<file path="config.mk">
export PLATFORM = sky130hd
export DESIGN_NAME = pipe_buffer
export DESIGN_NICKNAME = d
export VERILOG_FILES = /design/src/rtl/pipe_buffer_pkg.sv /design/src/rtl/pipe_buffer_stage.sv /design/src/rtl/pipe_buffer.sv
export SDC_FILE = /design/constraint.sdc
export NUM_CORES = 1
export LEC_CHECK = 0
export CAP_MARGIN = 20
export CORE_MARGIN = 2
export CORE_UTILIZATION = 40
export CTS_BUF_LIST = sky130_fd_sc_hd__clkbuf_4
export DETAILED_ROUTE_END_ITERATION = 10
export GPL_ROUTABILITY_DRIVEN = 0
export GPL_TIMING_DRIVEN = 0
export PLACE_DENSITY = 0.81
export SYNTH_ARGS = -nofsm -noshare
export SYNTH_HDL_FRONTEND = slang
export SYNTH_SLANG_ARGS = --single-unit
</file>
<file path="constraint.sdc">
create_clock -name clk -period 2.4 [get_ports clk]
set_clock_uncertainty 0.2 [all_clocks]
set_input_delay 0.6 -clock clk [delete_from_list [all_inputs] [get_ports clk]]
set_output_delay 0.6 -clock clk [all_outputs]
set_load 0.01 [all_outputs]
</file>
<file path="src/rtl/pipe_buffer_pkg.sv">
// pipe_buffer shared constants and helpers.
// Imported by the pipe_buffer top level.
package pipe_buffer_pkg;

  function automatic int occ_width(int depth);
    return $clog2(depth + 2);
  endfunction

endpackage

</file>
<file path="src/rtl/pipe_buffer_stage.sv">
// One valid+data register of the elastic chain.
// Data only captures real beats so bubbles leave it untouched.
module pipe_buffer_stage #(
  parameter int               WIDTH      = 32,
  parameter logic [WIDTH-1:0] RESET_DATA = '0
) (
  input  logic             clk,
  input  logic             reset,
  input  logic             flush,
  input  logic             load,
  input  logic             up_valid,
  input  logic [WIDTH-1:0] up_data,
  output logic             valid,
  output logic [WIDTH-1:0] data
);

  always_ff @(posedge clk or posedge reset) begin
    if (reset) begin
      valid <= 1'b0;
      data  <= RESET_DATA;
    end else if (flush) begin
      valid <= 1'b0;
      data  <= RESET_DATA;
    end else if (load) begin
      valid <= up_valid;
      if (up_valid) data <= up_data;
    end
  end

endmodule

</file>
<file path="src/rtl/pipe_buffer.sv">
// Elastic stallable/flushable register chain, DEPTH stages.
// Optional skid entry in front of stage 0: PIPE_BUFFER_SKID_EN.
module pipe_buffer
  import pipe_buffer_pkg::*;
#(
  parameter int               WIDTH      = 32,
  parameter int               DEPTH      = 1,
  parameter logic [WIDTH-1:0] RESET_DATA = '0
) (
  input  logic                       clk,
  input  logic                       reset,
  input  logic                       in_valid,
  output logic                       in_ready,
  input  logic [WIDTH-1:0]           in_data,
  output logic                       out_valid,
  input  logic                       out_ready,
  output logic [WIDTH-1:0]           out_data,
  input  logic                       flush,
  output logic [$clog2(DEPTH+2)-1:0] occupancy
);

  localparam int OW = occ_width(DEPTH);

  logic [DEPTH-1:0] v;
  logic [WIDTH-1:0] d [DEPTH];
  logic [DEPTH:0]   rdy;
  logic             s0_valid;
  logic [WIDTH-1:0] s0_data;
  logic             in_fire;
  logic             out_fire;

  // A stage can load if it is empty or its successor moves on.
  always_comb begin
    rdy        = '0;
    rdy[DEPTH] = out_ready;
    for (int i = DEPTH - 1; i >= 0; i--) begin
      rdy[i] = !v[i] || rdy[i+1];
    end
  end

`ifdef PIPE_BUFFER_SKID_EN
  logic             sv;
  logic [WIDTH-1:0] sd;
  logic             sk_load;
  logic             sk_up_valid;

  // Park when stage 0 is blocked; drain into stage 0 when it frees.
  assign sk_load     = sv ? rdy[0] : !rdy[0];
  assign sk_up_valid = !sv && in_valid;

  pipe_buffer_stage #(
    .WIDTH      (WIDTH),
    .RESET_DATA (RESET_DATA)
  ) u_skid (
    .clk      (clk),
    .reset    (reset),
    .flush    (flush),
    .load     (sk_load),
    .up_valid (sk_up_valid),
    .up_data  (in_data),
    .valid    (sv),
    .data     (sd)
  );

  assign in_ready = !sv && !flush && !reset;
  assign s0_valid = sv || in_valid;
  assign s0_data  = sv ? sd : in_data;
`else
  assign in_ready = rdy[0] && !flush && !reset;
  assign s0_valid = in_valid;
  assign s0_data  = in_data;
`endif

  for (genvar i = 0; i < DEPTH; i++) begin : g_stage
    logic             up_v;
    logic [WIDTH-1:0] up_d;

    if (i == 0) begin : g_head
      assign up_v = s0_valid;
      assign up_d = s0_data;
    end else begin : g_body
      assign up_v = v[i-1];
      assign up_d = d[i-1];
    end

    pipe_buffer_stage #(
      .WIDTH      (WIDTH),
      .RESET_DATA (RESET_DATA)
    ) u_stage (
      .clk      (clk),
      .reset    (reset),
      .flush    (flush),
      .load     (rdy[i]),
      .up_valid (up_v),
      .up_data  (up_d),
      .valid    (v[i]),
      .data     (d[i])
    );
  end

  assign out_valid = v[DEPTH-1];
  assign out_data  = d[DEPTH-1];

  assign in_fire  = in_valid && in_ready;
  assign out_fire = out_valid && out_ready;

  always_ff @(posedge clk or posedge reset) begin
    if (reset) begin
      occupancy <= '0;
    end else if (flush) begin
      occupancy <= '0;
    end else begin
      occupancy <= occupancy + OW'(in_fire) - OW'(out_fire);
    end
  end

endmodule

</file>
==> results_dict.tcl, run 1 <==
set metrics [dict create \
    drtIter0Drc 63 \
    yosys.area_share.adder 0.0139 \
    period_share 0.955 \
    swShare 0.258 \
    fin_util 0.609 \
    worstPathCellList "clkdlybuf4s50_1, nor2b_4, nor3_2, nand2_1, ha_1, inv_1, ha_1, xor2_1, xnor2_1, nor2_1" \
    grtUsageTotal 0.166 \
    clockBufferDepth 2 \
    tightest_slew_ps 658 \
    synth_top_family_by_area "simple AND/OR/NAND/NOR gates" \
    vdd_drop_max_mv 0.244 \
    synthMuxAreaShare 0.178 \
    drive_gt1_frac 0.0720 \
    initial_utilization 0.414 \
    share_comb_of_total_power 0.251 \
    viasPerCell 4.61 \
    seq_area_um2 876 \
    drv_cap 0 \
    crit_top_cell "ha_1" \
    cts_tree "built" \
    core_um2 4350 \
    period_needed_ps 2290 \
    firstDrtPassIters 4 \
    io_pins 73 \
    die_area_um2 5060 \
    grtUsageMet2 0.261 \
    synth-simple-area-share 0.253 \
    vias 1328 \
    gr-total-overflow 0 \
    clk_pin_slew_ps 100 \
    htree_levels 2 \
    min_path_type "reg -> reg" \
    grt_start_max_net_pins 22 \
    cts_buffers 5 \
    drv_slew 0 \
    wl_mm 3.92 \
    ys_seq_area_frac 0.486 \
    slowest_delay_ps 510 \
    critical_path.top_delay_family "buffers and inverters" \
    drc 0 \
    synth_cells 157 \
    synth_xor_area_frac 0.00972 \
    seq_power_share 0.520 \
    crit_fanout 3 \
    final_cell_area_um2 2650 \
    synth_compound_area_frac 0 \
    port_buffers 71 \
    fmaxAchievable_mhz 437 \
    crit_type "in -> reg" \
    grt_use_met1 0.227 \
    hold_viol 0 \
    power_frac_clock 0.229 \
    grt_pass1_vias 1338 \
    synth_top_area_share 0.486 \
    synthTopCellsByArea "dfrtp_1 49%, nand2b_1 22%, mux2i_1 18%, buf_12 3.3%, ha_1 1.4%" \
    cp-start-kind "input pin" \
    grt_first_pass_wirelength_mm 6.51 \
    clock_latency_ps 320 \
    setup_viol 0 \
    slowest_stage "clkdlybuf4s50_1" \
    nets 275 \
    synth-seq-cells 35 \
    cts_root_buf "clkbuf_4" \
    rows 24 \
    area_delta_synth_final_pct 47.2 \
    yosysWarningCount 0 \
    wire_per_inst_um 13.6 \
    met3_usage 0.0570 \
    p_int_uw 927 \
    synth_largest_area_cell "dfrtp_1" \
    power.density_nw_per_um2 471 \
    diodes 0 \
    path_buf_inv 2 \
    worstPathRequired_ps 2400 \
    ant_nets 0 \
    die_x_um 71.1 \
    outcome "finished clean" \
    fillers 379 \
    antenna_found_initial 0 \
    top_usage_layer "met2" \
    hold_buffers 0 \
    relSlewSlack 0.561 \
    place_area_um2 2610 \
    worstPathArrival_ps 2290 \
    syn_area_um2 1800 \
    end_kind "flop" \
    p_sw_uw 323 \
    multi_input_area_um2 825 \
    place_hpwl_mm 2.90 \
    avgSynthCellArea_um2 11.5 \
    cts.sinks 35 \
    die_h_um 71.1 \
    p_leak_nw 1.17 \
    synth_cell_types 18 \
    synth_nets 196 \
    grt_setup_unrepaired "no" \
]
[worst register-to-register path: cells and delay by family, from the launching register on]
| kind | cells | cell delay (ps) |
|---|---|---|
| buffers and inverters | 1 | 70 |
| adder cells (fa/ha/maj) | 2 | 450 |
| flip-flops | 1 | 410 |
| AND/OR/NAND/NOR | 4 | 430 |
| XOR/XNOR | 2 | 310 |
[kinds of logic after synthesis]
kind of cell | count (synthesis)
XOR/XNOR | 2
flip-flops | 35
AND/OR/NAND/NOR | 73
buffers and inverters | 13
adder cells (fa/ha/maj) | 2
multiplexers | 32
[stage by stage]
stage / std cells / setup slack [ps] / power (mW) / hold slack [ps] / TNS, ps
3_3_place_gp: 280 / -356 / 0.967 / 325 / -1520
3_5_place_dp: 281 / -358 / 0.980 / 332 / -781
5_1_grt: 288 / 19.4 / 1.32 / 354 / 0
6_report: 288 / 109 / 1.25 / 345 / 0
2_1_floorplan: 157 / 48.2 / 0.807 / 367 / 0
4_1_cts: 288 / 12.6 / 1.27 / 348 / 0
[layout make-up]
type | instances | share of cell area
timing repair buffer | 72 | 0.277
multi-input combinational | 109 | 0.311
buffer | 11 | 0.0373
tap | 52 | 0.0245
sequential | 35 | 0.330
clock inverter | 2 | 0.00330
inverter | 2 | 0.00283
clock buffer | 5 | 0.0142
[power by group through the flow]
stage	logic [mW]	registers, mW	clock network, mW
6_report	0.314	0.650	0.286
5_1_grt	0.340	0.655	0.328
4_1_cts	0.320	0.651	0.298
3_5_place_dp	0.319	0.661	0
3_3_place_gp	0.307	0.661	0
2_1_floorplan	0.129	0.678	0
[worst paths after layout]
path	from	end	slack (ps)	depth (start not counted)
worst max-delay path	out_ready	occupancy[1]$_DFF_PP0_	110	10
worst min-delay path	g_stage[0].u_stage.data[5]$_DFFE_PP0P_	g_stage[0].u_stage.data[5]$_DFFE_PP0P_	350	2
worst max register to register	g_stage[0].u_stage.valid$_DFFE_PP0P_	occupancy[1]$_DFF_PP0_	410	9
worst min register to register	g_stage[0].u_stage.data[5]$_DFFE_PP0P_	g_stage[0].u_stage.data[5]$_DFFE_PP0P_	350	2
max in group asynchronous	reset	g_stage[0].u_stage.data[4]$_DFFE_PP0P_	960	3
min in group asynchronous	reset	g_stage[0].u_stage.data[7]$_DFFE_PP0P_	520	2
[cells in the final DEF, fill, tap and decap left out, types with 2 or more instances in the layout]
cell type and count:
inv_1 2, mux2i_1 32, clkbuf_1 6, ha_1 2
nor2_1 3, clkbuf_4 5, dfrtp_1 35, buf_12 3
clkdlybuf4s50_1 70, nand2b_1 64
[state kept, by name (all words and copies together), names as in the netlist]
register	count
g_stage.u_stage.data	32
occupancy	2
g_stage.u_stage.valid	1
[synth_stat cells]
| library cell | n |
|---|---|
| and2_2 | 1 |
| buf_12 | 3 |
| buf_2 | 1 |
| buf_6 | 1 |
| clkbuf_1 | 6 |
| dfrtp_1 | 35 |
| ha_1 | 2 |
| inv_1 | 2 |
| mux2i_1 | 32 |
| nand2_1 | 1 |
| nand2b_1 | 64 |
| nor2_1 | 3 |
| nor2b_1 | 1 |
| nor2b_2 | 1 |
| nor2b_4 | 1 |
| nor3_1 | 1 |
| xnor2_1 | 1 |
| xor2_1 | 1 |
[metal layers]
metal	vias up	routed length [µm]
li1	658	-
met1	622	1780
met2	46	1890
met3	2	241
met4	0	8
met5	-	0
[repair_timing]
item,4_1_cts,5_1_grt
endpoints found under the setup margin,1,1
setup buffers,0,0
gates resized for setup,3,1
(Power assumes the default switching activity.)
==> run 2, diff against run 1 <==
--- a/config.mk
+++ b/config.mk
@@ -5,14 +5,17 @@
 export SDC_FILE = /design/constraint.sdc
 export NUM_CORES = 1
 export LEC_CHECK = 0
+export ABC_CLOCK_PERIOD_IN_PS = 2400
 export CAP_MARGIN = 20
+export CELL_PAD_IN_SITES_DETAIL_PLACEMENT = 0
+export CELL_PAD_IN_SITES_GLOBAL_PLACEMENT = 2
 export CORE_MARGIN = 2
-export CORE_UTILIZATION = 40
+export CORE_UTILIZATION = 27
 export CTS_BUF_LIST = sky130_fd_sc_hd__clkbuf_4
 export DETAILED_ROUTE_END_ITERATION = 10
 export GPL_ROUTABILITY_DRIVEN = 0
 export GPL_TIMING_DRIVEN = 0
-export PLACE_DENSITY = 0.81
+export PLACE_DENSITY = 0.88
 export SYNTH_ARGS = -nofsm -noshare
 export SYNTH_HDL_FRONTEND = slang
 export SYNTH_SLANG_ARGS = --single-unit
==> run 2 against run 1 <==
  * First-iteration DRC count is 38% lower
  * Critical path depth is 7 lower
  * Highest routed layer unchanged
  * Largest power group unchanged
  * Sequential share of layout area is 0.37 points lower
  * Flip-flop and latch count stayed put
  * Total power is 3.2% higher
  * Combinational power is 1% lower
  * Sequential power hardly changed
  * Register-to-register slack better by 90 ps
==> results_dict.tcl, run 2 (synthesized netlist as in run 1, its figures left out) <==
set metrics [dict create \
    outcome "finished clean" \
    grt_pass1_vias 1497 \
    firstDrtPassIters 4 \
    worstPathCellList "clkdlybuf4s50_1, nor3_4, clkdlybuf4s15_2" \
    gr-total-overflow 0 \
    initial_utilization 0.282 \
    layout_commonest_cell "clkdlybuf4s50_1" \
    wire_per_inst_um 13.0 \
    period_needed_ps 2300 \
    vias 1324 \
    die_h_um 85.7 \
    cp-start-kind "input pin" \
    drv_cap 0 \
    top_register "g_stage.u_stage.data" \
    grtUsageTotal 0.121 \
    drive_gt1_frac 0.0805 \
    clk_pin_slew_ps 110 \
    place_hpwl_mm 2.86 \
    io_pins 73 \
    wl_mm 4.06 \
    die_x_um 85.7 \
    post_cts_buffers 0 \
    grt_setup_unrepaired "no" \
    grt_first_pass_wirelength_mm 7.03 \
    port_buffers 71 \
    whs_ps 345 \
    drc 0 \
    min_path_type "reg -> reg" \
    hold_viol 0 \
    viasPerCell 4.23 \
    worstPathRequired_ps 1600 \
    die_area_um2 7340 \
    drv_slew 0 \
    drtIter0Drc 39 \
    final_cell_area_um2 2680 \
    end_kind "output pin" \
    worstPathArrival_ps 1500 \
    layout_common_cells "69 x clkdlybuf4s50_1, 64 x nand2b_1, 35 x dfrtp_1" \
    slowest_stage "clkdlybuf4s50_1" \
    diodes 0 \
    clock_latency_ps 330 \
    fmaxAchievable_mhz 434 \
    ant_nets 0 \
    nets 274 \
    largest_reg_flops 32 \
    vdd_drop_max_mv 0.185 \
    cts_tree "built" \
    place_area_um2 2610 \
    area_delta_synth_final_pct 48.8 \
    relSlewSlack 0.496 \
    cts_root_buf "clkbuf_4" \
    tightest_slew_ps 754 \
    grt_start_max_net_pins 36 \
    reg_top3 "g_stage.u_stage.data x32, occupancy x2, g_stage.u_stage.valid x1" \
    crit_type "in -> out" \
    cts_buffers 5 \
    core_um2 6390 \
    rows 29 \
    antenna_found_initial 0 \
    p_leak_nw 1.18 \
    clockBufferDepth 2 \
    setup_viol 0 \
    htree_levels 2 \
    crit_fanout 2 \
    period_share 0.960 \
    power.density_nw_per_um2 481 \
    slowest_delay_ps 470 \
    cts.sinks 35 \
]
==> run 2: cell types whose count changed in the layout (fill, tap and decap cells not counted), sizes merged <==
cell           delta
dlymetal6s2s      +1
clkdlybuf4s15     +1
clkbuf            +1
buf               -1
clkdlybuf4s50     -1
clkinv            -1
==> run 2: final timing paths <==
| check | from | end | slack [ps] | cells past startpoint |
|---|---|---|---|---|
| worst max-delay path | reset | in_ready | 100 | 3 |
| worst min-delay path | g_stage[0].u_stage.data[0]$_DFFE_PP0P_ | g_stage[0].u_stage.data[0]$_DFFE_PP0P_ | 340 | 2 |
| worst max register to register | g_stage[0].u_stage.valid$_DFFE_PP0P_ | occupancy[1]$_DFF_PP0_ | 500 | 9 |
| worst min register to register | g_stage[0].u_stage.data[0]$_DFFE_PP0P_ | g_stage[0].u_stage.data[0]$_DFFE_PP0P_ | 340 | 2 |
| max in group asynchronous | reset | g_stage[0].u_stage.data[15]$_DFFE_PP0P_ | 910 | 2 |
| min in group asynchronous | reset | g_stage[0].u_stage.valid$_DFFE_PP0P_ | 600 | 2 |
==> run 2: stage by stage <==
step | util | std cells | total power [mW] | setup slack [ps] | TNS [ps]
global placement | 0.409 | 305 | 0.975 | -353 | -5470
CTS | 0.418 | 313 | 1.32 | 37.9 | 0
floorplan | - | 157 | 0.807 | 48.2 | 0
global route | 0.420 | 313 | 1.37 | 55.6 | 0
finish | 0.420 | 313 | 1.29 | 96.2 | 0
detailed placement | 0.409 | 305 | 0.975 | -348 | -719
==> run 2: what timing repair did <==
| action | in CTS | in global routing |
|---|---|---|
| hold buffers | 0 | 0 |
| resized for setup | 4 | 2 |
| endpoints found under the setup margin | 1 | 1 |
==> run 2: routing by layer <==
layer / part of all wire / up-vias / track usage / wire length (µm)
li1: - / 650 / - / -
met4: 0.0052 / 0 / 0.0303 / 21
met2: 0.47 / 46 / 0.206 / 1890
met3: 0.066 / 2 / 0.0385 / 269
met5: 0 / - / 0 / 0
met1: 0.46 / 626 / 0.148 / 1870
==> run 2: worst max-delay path: cells and delay by family <==
kind,cells,cell delay [ps]
simple gates,1,190
buf+inv,2,710
==> run 2: power breakdown <==
group / switching (mW) / internal, mW
sequential: 0.0221 / 0.628
clock: 0.193 / 0.137
combinational: 0.118 / 0.192
==> run 2: cell type report <==
| type | instances | area (µm²) |
|---|---|---|
| inverters | 2 | 7.51 |
| multi-input cells | 109 | 831 |
| repair buffers | 71 | 714 |
| fillers | 656 | 3700 |
| plain buffers | 11 | 98.8 |
| well taps | 77 | 96.3 |
| flip-flops and latches | 35 | 876 |
| clock inverters | 1 | 5.00 |
| clock buffers | 7 | 52.6 |
